===== src/rtl/register_file.sv =====
// register_file
//   16 x 16-bit general-purpose register file with two combinational read
//   ports, one synchronous write port and write-to-read bypass.
//   R0 is hardwired to zero.
//
// Ports
//   clk       in   1   system clock, writes on rising edge
//   rst       in   1   asynchronous active-high reset, clears all registers
//   SrcReg1   in   4   read port 1 register index
//   SrcReg2   in   4   read port 2 register index
//   DstReg    in   4   write port register index
//   WriteReg  in   1   write enable
//   DstData   in  16   write data
//   SrcData1  out 16   read port 1 data (combinational, bypassed)
//   SrcData2  out 16   read port 2 data (combinational, bypassed)
module register_file (
  input  logic        clk,
  input  logic        rst,
  input  logic [3:0]  SrcReg1,
  input  logic [3:0]  SrcReg2,
  input  logic [3:0]  DstReg,
  input  logic        WriteReg,
  input  logic [15:0] DstData,
  output logic [15:0] SrcData1,
  output logic [15:0] SrcData2
);

  logic [15:0] regs [16];
  logic        wr_en;

  // R0 is never written, so a write to it is simply dropped here.
  assign wr_en = WriteReg && (DstReg != 4'd0);

  always_ff @(posedge clk or posedge rst) begin
    if (rst) begin
      for (int i = 0; i < 16; i++) begin
        regs[i] <= 16'h0000;
      end
    end else if (wr_en) begin
      regs[DstReg] <= DstData;
    end
  end

  // Read path: reset and R0 force zero; otherwise the incoming write data
  // wins over the stored value when the indices match.
  always_comb begin
    SrcData1 = 16'h0000;
    if (!rst && (SrcReg1 != 4'd0)) begin
      if (wr_en && (DstReg == SrcReg1)) SrcData1 = DstData;
      else                              SrcData1 = regs[SrcReg1];
    end
  end

  always_comb begin
    SrcData2 = 16'h0000;
    if (!rst && (SrcReg2 != 4'd0)) begin
      if (wr_en && (DstReg == SrcReg2)) SrcData2 = DstData;
      else                              SrcData2 = regs[SrcReg2];
    end
  end

endmodule


===== config.mk =====
export PLATFORM = sky130hd
export DESIGN_NAME = register_file
export DESIGN_NICKNAME = d
export VERILOG_FILES = /design/src/rtl/register_file.sv
export SDC_FILE = /design/constraint.sdc
export NUM_CORES = 1
export LEC_CHECK = 0
export ABC_AREA = 1
export CAP_MARGIN = 30
export CORE_ASPECT_RATIO = 0.75
export CORE_MARGIN = 5
export CORE_UTILIZATION = 30
export DETAILED_ROUTE_END_ITERATION = 8
export GPL_ROUTABILITY_DRIVEN = 0
export MAX_ROUTING_LAYER = met4
export REMOVE_ABC_BUFFERS = 1
export SETUP_SLACK_MARGIN = 0.15
export SLEW_MARGIN = 5
export SYNTH_ARGS = -nofsm -noshare
export SYNTH_HDL_FRONTEND = slang
export SYNTH_SLANG_ARGS = --single-unit
export TNS_END_PERCENT = 100

===== constraint.sdc =====
create_clock -name clk -period 15.7 [get_ports clk]
set_input_delay 1.57 -clock clk [delete_from_list [all_inputs] [get_ports clk]]
set_output_delay 1.57 -clock clk [all_outputs]
set_load 0.005 [all_outputs]

**Yosys cells after proc, flatten, opt, wreduce, memory -nomap -nowiden**

Index checks and enable logic that the tools add are counted.

- Bits in registers: 256
- Input bits: 31
- Output and inout bits: 32
- Logic and storage cells: 48

- Order comparisons: 4
- Equal/unequal tests: 2
- Multiplexer cells: 13
- Bitwise logic cells: 3
- Reductions and logical operators: 10

Operators with widths:

| operator | number |
|---|---|
| $bwmux 256 | 1 |
| $mux 16 | 9 |
| $bmux 16 s4 | 2 |
| $demux 16 s4 | 1 |
| $ge 5x5->1 const B | 3 |
| $not 4->5 | 3 |
| $reduce_bool 4->1 | 3 |
| $eq 4x4->1 | 2 |
| $logic_and 1x1->1 | 6 |
| $lt 5x1->1 const B | 1 |
| $logic_not 1->1 | 1 |

**Logic depth before layout (Yosys ltp)**

- Depth after elaboration: 6
- Depth in mapped cells: 10

**Least setup slack after synthesis**

Ideal clock, no wire load.

- Path kind: input to output
- Start point: input port SrcReg2[2]
- End point: output port SrcData2[10]
- Arrival: 2571 ps
- Required time: 14130 ps
- Slack: 11559 ps
- Stages on the path: 7
- Path through: buf_2 > nor2_2 > buf_1 > nand2_1 > nand3_1 > nor2_1 > nor2_1

- Word-level cells in the longest chain between the ends: 6
- Elaborated cells between the ends (all ways): 10
- Classes of those cells: eq/ne (1); mux (5); bitwise (1); reduce/logical (3)

Ends and longest elaborated chain:

| item | RTL line | source |
|---|---|---|
| start: declaration | 20 | `input logic [3:0] SrcReg2,` |
| $not 4->5 (implied by the code) | 58 | `else SrcData2 = regs[SrcReg2];` |
| $bmux 16 s4 | 58 |  |
| $mux 16 (implied by the code) (2 in series) | 58 |  |
| $mux 16 | 57 | `if (wr_en && (DstReg == SrcReg2)) SrcData2 = DstData;` |
| $mux 16 (*) | 56 | `if (!rst && (SrcReg2 != 4'd0)) begin` |
| end: declaration | 25 | `output logic [15:0] SrcData2` |

Mark *: on every way between the ends. The rest lies on a longest branch, timed or not. The select of a mux whose other input is x is not followed.

**Worst setup path in the final report**

- Start point: input port SrcReg1[0]
- End point: output port SrcData1[9]

- Word-level cells in the longest chain between the ends: 6
- Elaborated cells between the ends (all ways): 10
- Classes of those cells: eq/ne (1); mux (5); bitwise (1); reduce/logical (3)

Ends and longest elaborated chain:

| item | RTL line | source |
|---|---|---|
| start: declaration | 19 | `input logic [3:0] SrcReg1,` |
| $not 4->5 (implied by the code) | 50 | `else SrcData1 = regs[SrcReg1];` |
| $bmux 16 s4 | 50 |  |
| $mux 16 (implied by the code) (2 in series) | 50 |  |
| $mux 16 | 49 | `if (wr_en && (DstReg == SrcReg1)) SrcData1 = DstData;` |
| $mux 16 (*) | 48 | `if (!rst && (SrcReg1 != 4'd0)) begin` |
| end: declaration | 24 | `output logic [15:0] SrcData1,` |

Marks and branches as above.

==> flow_summary.ini <==
[status]
status = completed

[routing]
antenna_left = 0
routed_wl_um = 54400
routedWlPerCell_um = 18.2
first_pass_iters = 6
num_vias = 15301
drc = 0
viasPerCell = 5.13
drt_iter0_drc = 1557

[clocking]
cts_resized = 0
cts_sinks = 256
cts_setup_buffers = 0
cts_hold_buf = 0
cts_buffers = 30
htreeDepth = 1
tritoncts = done
clk_pin_slew_ps = 60
clockBufferDepth = 3
cts_root_buffer = clkbuf_16
clk_latency_ps = 560

[synth]
synth_edf_count = 0
synth_top_cell_by_area = dfrtp_1
post-synth-top-count-cell = nand2_1
ys_async_sr_fraction_pct = 100
synth_area_mm2 = 0.0152
synth_cell_types = 16
synthFlopType = dfrtp_1
syn-instance-count = 2357
avgSynthCellArea_um2 = 6.46
synth_seq_area_share_pct = 42.1
ys_seq_elements = 256
yosys-top-cells-area = dfrtp_1 (42%), nand2_1 (22%), nand3_1 (12%)
yosysWarnings = 0
synth_top_area_share_pct = 42.1
synth_common_cells = nand2_1 (898), nand3_1 (358), dfrtp_1 (256), inv_1 (218), o21ai_0 (211)

[run]
cap_violations = 0

[pwr]
ir_worst_vdd_uv = 54.6
p_leak_nw = 8.76
p_per_area_mw_per_mm2 = 122

[worst_setup_path]
max_stage_delay_ps = 790
crit_fanout = 71
critPathArrivalTime_ps = 5000
crit_path_cell_trace = buf_4 > inv_4 > buf_4 > a31oi_4 > o21ai_0 > nor2_1 > clkdlybuf4s50_1
required_ps = 14130
critical_path_class = input port to primary output
worst-path-buf-inv = 4
crit_path_end_kind = primary output
startpoint_type = input port
crit_path_frequent_cell = buf_4
critPathSlowestCell = a31oi_4
cp_top_family = buffers and inverters

[layout]
top_regs = regs x256
diodes = 0
largest_reg_flops = 256
nets = 2331
multiInputGateArea_mm2 = 0.00724
final_area_mm2 = 0.0173
largest_register = regs
fillers = 5276
drive_above_1_share_pct = 4.73
area_growth_pct = 13.7
seq_area_mm2 = 0.00641

[sta]
worst_pin_slew_ps = 1010
final-hold-violation-count = 0
fin_crit_sh_pct = 41.8
setup-tns-final_ps = 0
fin_hold_ws_ps = 377
fin_skew_ps = 0
timing.max_slew.rel_slack_pct = 32.5
rsz0062_at_grt = no
min_period_ps = 6570
fmax_mhz = 152
final-setup-viol-count = 0
finalMaxSlewViolations = 0

[floorplan]
die_height_um = 205
rows = 71
die-area_mm2 = 0.0554
io_pins = 63
start_util_pct = 30.3
core_mm2 = 0.0502
fp.dieW_um = 270

[grt]
grtUsageMet1_pct = 25.7
grt.total_usage_pct = 19.8
grt_busiest_layer = met2
overflow = 0
antenna_found_initial = 0
grt_max_degree = 105
globalRouteMet3Util_pct = 3.68
grt_pass1_wl_um = 85000
grt_pass1_vias = 14691
use_met2_pct = 31.0

[place]
io_buffers = 62
detailed_place.area_mm2 = 0.0162
dp_hpwl_um = 31800

[min_path]
hp-class = flop to flop
## worst register-to-register path, delay by kind of cell (launching register included)
family	cells	cell delay [ps]
buffers and inverters	1	100
AOI/OAI and AO/OA	1	100
DFF	1	370
## placed cells by master (no fill, tap or decap), types with 7 or more instances in the layout
master,netlist,layout
nand3_1,358,356
nand2_1,898,896
o21ai_1,45,45
clkdlybuf4s50_1,0,58
clkbuf_16,0,31
a21oi_1,17,17
o21ai_0,211,211
buf_4,1,33
dfrtp_1,256,256
nor2_1,156,155
inv_1,218,215
clkbuf_8,0,7
## metal layers
metal	up-vias	wire length, µm
met3	135	4900
met1	7132	23500
li1	7246	-
met2	788	24000
met4	0	2050
met5	-	0
## path summary, 6_finish.rpt
path | from | end | slack (ps) | cells after the start
setup / recovery | SrcReg1[0] | SrcData1[9] | 9130 | 7
min in group asynchronous | rst | regs[47] | 1560 | 2
hold / removal | regs[240] | regs[240] | 380 | 0
max in group asynchronous | rst | regs[55] | 12620 | 4
setup reg to reg | regs[34] | regs[34] | 14960 | 2
hold reg to reg | regs[240] | regs[240] | 380 | 0
## power by group
| group | internal, mW | leakage (nW) | switching (mW) |
|---|---|---|---|
| Combinational | 0.168 | 5.00 | 0.310 |
| Sequential | 0.791 | 3.23 | 0.0760 |
| Clock | 0.474 | 0.529 | 0.293 |
## through the flow
stage | cells | setup WS (ps) | total power [mW] | util (%)
after global placement | 2922 | 9280 | 1.33 | 32.2
after CTS | 2980 | 9230 | 2.12 | 34.5
after global routing | 2981 | 9040 | 2.24 | 34.5
after detailed placement | 2924 | 9220 | 1.35 | 32.3
after floorplan | 2172 | 7090 | 1.18 | -
final | 2981 | 9130 | 2.11 | 34.5
## cell type report
| class | instances | share of cell area (%) |
|---|---|---|
| Inverter | 223 | 4.91 |
| Tap cell | 657 | 4.75 |
| Sequential cell | 256 | 37.0 |
| Multi-Input combinational cell | 1693 | 41.8 |
| Timing Repair Buffer | 96 | 5.27 |
| Clock buffer | 43 | 5.14 |
| Clock inverter | 13 | 1.14 |
## cells by family (layout without fill, tap and decap cells)
| logic type | count (synthesis) | after routing | synth area share (%) |
|---|---|---|---|
| compound gates | 275 | 275 | 9.25 |
| buf+inv | 408 | 375 | 10.6 |
| flops | 256 | 256 | 42.1 |
| simple gates | 1418 | 1418 | 38.1 |
No activity file was read; power rests on OpenSTA's default activity.
==> RTL edit, RTL diff (same settings) <==
Register the inputs `SrcReg1`, `SrcReg2`, `DstReg`, `WriteReg` and `DstData` before use. The logic sees them one clock later.
--- a/src/rtl/register_file.sv
+++ b/src/rtl/register_file.sv
@@ -25,11 +25,25 @@
   output logic [15:0] SrcData2
 );
 
+  logic [3:0] SrcReg1_q;
+  logic [3:0] SrcReg2_q;
+  logic [3:0] DstReg_q;
+  logic WriteReg_q;
+  logic [15:0] DstData_q;
+
+  always_ff @(posedge clk) begin
+    SrcReg1_q  <= SrcReg1;
+    SrcReg2_q  <= SrcReg2;
+    DstReg_q   <= DstReg;
+    WriteReg_q <= WriteReg;
+    DstData_q  <= DstData;
+  end
+
   logic [15:0] regs [16];
   logic        wr_en;
 
   // R0 is never written, so a write to it is simply dropped here.
-  assign wr_en = WriteReg && (DstReg != 4'd0);
+  assign wr_en = WriteReg_q && (DstReg_q != 4'd0);
 
   always_ff @(posedge clk or posedge rst) begin
     if (rst) begin
@@ -37,7 +51,7 @@
         regs[i] <= 16'h0000;
       end
     end else if (wr_en) begin
-      regs[DstReg] <= DstData;
+      regs[DstReg_q] <= DstData_q;
     end
   end
 
@@ -45,17 +59,17 @@
   // wins over the stored value when the indices match.
   always_comb begin
     SrcData1 = 16'h0000;
-    if (!rst && (SrcReg1 != 4'd0)) begin
-      if (wr_en && (DstReg == SrcReg1)) SrcData1 = DstData;
-      else                              SrcData1 = regs[SrcReg1];
+    if (!rst && (SrcReg1_q != 4'd0)) begin
+      if (wr_en && (DstReg_q == SrcReg1_q)) SrcData1 = DstData_q;
+      else                              SrcData1 = regs[SrcReg1_q];
     end
   end
 
   always_comb begin
     SrcData2 = 16'h0000;
-    if (!rst && (SrcReg2 != 4'd0)) begin
-      if (wr_en && (DstReg == SrcReg2)) SrcData2 = DstData;
-      else                              SrcData2 = regs[SrcReg2];
+    if (!rst && (SrcReg2_q != 4'd0)) begin
+      if (wr_en && (DstReg_q == SrcReg2_q)) SrcData2 = DstData_q;
+      else                              SrcData2 = regs[SrcReg2_q];
     end
   end
 
Check against the original RTL: not equivalent (a bounded check fails within 4 cycles, from zero or initial values and one cycle with rst high).
==> RTL edit against the unedited design <==
Total power up 7.9%; global-route usage increased by 0.28 points; design area rose by 5.4%; count of clock-buffer cells in the layout up 5; first-iteration DRC count up 24%; non-clock buffer count unchanged; sequential cell count increased by 29; wire length is 4.1% higher; final cell count up 3.0%; via count grew 1.9%; synthesized area is 4.1% higher; worst setup slack better by 610 ps; maximum frequency rose by 10%.
==> RTL edit: results (changes against the unedited design) <==
| Metric | Value |
|---|---|
| Status | finished, final reports clean (unchanged) |
| Fin worst setup slack | 9740 ps (was 9130 ps) |
| Drt first-iter violations | 1926 (was 1557) |
| Peak supply drop | 0.0671 mV (was 0.0546 mV) |
| Worst setup path startpoint | SrcReg2_q[1]$_DFF_P_ (was SrcReg1[0]) |
| Largest net degree at the start of global routing | 107 (was 105) |
| First-pass GRT wire length | 88.5 mm (was 85.0 mm) |
| GR Util All Layers | 0.201 (was 0.198) |
| Number of global-route vias before repair | 15065 (was 14691) |
| Hpwl dp | 31.2 mm (was 31.8 mm) |
| Ranking of synthesized cells by area | dfrtp_1 40%, nand2_1 21%, nand3_1 11%, o21ai_0 5.7%, inv_1 5.2% (was dfrtp_1 42%, nand2_1 22%, nand3_1 12%, o21ai_0 6.9%, inv_1 5.4%) |
| Post-synthesis cell type count | 17 (was 16) |
| Place WS | 10070 ps (was 9220 ps) |
| Worst EP arrival | 4390 ps (was 5000 ps) |
| Met2 Track Usage GR | 0.311 (was 0.310) |
| Layout cells sized above 1 | 0.0526 (was 0.0473) |
| Post-synthesis sequential area ratio | 0.441 (was 0.421) |
| Measured slew at the worst slew-check pin | 1060 ps (was 1010 ps) |
| Clock latency on the worst-skew pair | 520 ps (was 560 ps) |
| Post-synth top cells | 896 x nand2_1, 357 x nand3_1, 256 x dfrtp_1 (was 898 x nand2_1, 358 x nand3_1, 256 x dfrtp_1) |
| Via count | 15590 (was 15301) |
| Worst Skew | 13.1 ps (was 0 ps) |
| Wire per inst | 18.4 um (was 18.2 um) |
| Filler cells | 5563 (was 5276) |
| Post-layout net count | 2363 (was 2331) |
| CTS buffer count | 34 (was 30) |
| Leak pwr | 9.11 nW (was 8.76 nW) |
| Top Registers | regs (256), DstData_q (16) (was regs (256)) |
| Met3 Track Usage GR | 0.0323 (was 0.0368) |
==> RTL edit: changes by cell type after synthesis, moves of 11 or more <==
cell / unedited run / this run
o21ai_1: 45 / 78
buf_2: 60 / 92
o21ai_0: 211 / 180
dfxtp_1: 0 / 29
clkbuf_1: 97 / 79
buf_1: 27 / 16
==> RTL edit: critical path, stage by stage, from the launching register on <==
cell	delay, ps
dfxtp_2	310
buf_4	770
inv_2	590
nand2_1	190
nand2_1	70
nor2_1	120
nand3_2	450
buf_4	430
nand3_1	110
nor2_1	40
nor2_1	180
clkdlybuf4s50_1	540
==> RTL edit: routing by layer <==
layer / vias to the layer above / part of all wire
li1: 7353 / -
met1: 7298 / 0.43
met2: 785 / 0.44
met3: 154 / 0.093
met4: 0 / 0.034
met5: - / 0
==> RTL edit: stage by stage <==
stage / area [um2] / power (mW) / hold slack (ps)
2_1_floorplan: 15000 / 1.26 / 354
5_1_grt: 18200 / 2.42 / 382
3_3_place_gp: 16900 / 1.39 / 365
6_report: 18200 / 2.28 / 373
3_5_place_dp: 16900 / 1.41 / 366
4_1_cts: 18200 / 2.29 / 379
==> RTL edit: worst min-delay path by stage <==
stage                                      from               endpoint  slack, ps  depth (start not counted)
final                     regs[244]$_DFFE_PP0P_  regs[244]$_DFFE_PP0P_        370                          0
after global placement    regs[242]$_DFFE_PP0P_  regs[242]$_DFFE_PP0P_        360                          0
after detailed placement  regs[254]$_DFFE_PP0P_  regs[254]$_DFFE_PP0P_        370                          0
after CTS                 regs[251]$_DFFE_PP0P_  regs[251]$_DFFE_PP0P_        380                          0
after floorplan           regs[240]$_DFFE_PP0P_  regs[240]$_DFFE_PP0P_        350                          0
after global routing      regs[248]$_DFFE_PP0P_  regs[248]$_DFFE_PP0P_        380                          0
==> RTL edit: power breakdown <==
| group | switching, mW | total, mW | internal, mW |
|---|---|---|---|
| clock network | 0.326 | 0.869 | 0.543 |
| registers | 0.0811 | 0.946 | 0.865 |
| logic | 0.296 | 0.464 | 0.169 |
| total | 0.703 | 2.28 | 1.58 |
==> RTL edit: final cells by class <==
cell class | count | area share
flip-flops and latches | 285 | 0.384
inverters | 224 | 0.0468
multi-input cells | 1691 | 0.399
repair buffers | 96 | 0.0546
clock inverters | 13 | 0.0106
clock buffers | 48 | 0.0568
well taps | 712 | 0.0488
==> RTL edit: cell families after synthesis <==
logic type             count (synthesis)  synth area share
buffers and inverters                411             0.105
AND/OR/NAND/NOR                     1414             0.365
flip-flops                           285             0.441
AO/OA/AOI/OAI                        277            0.0890
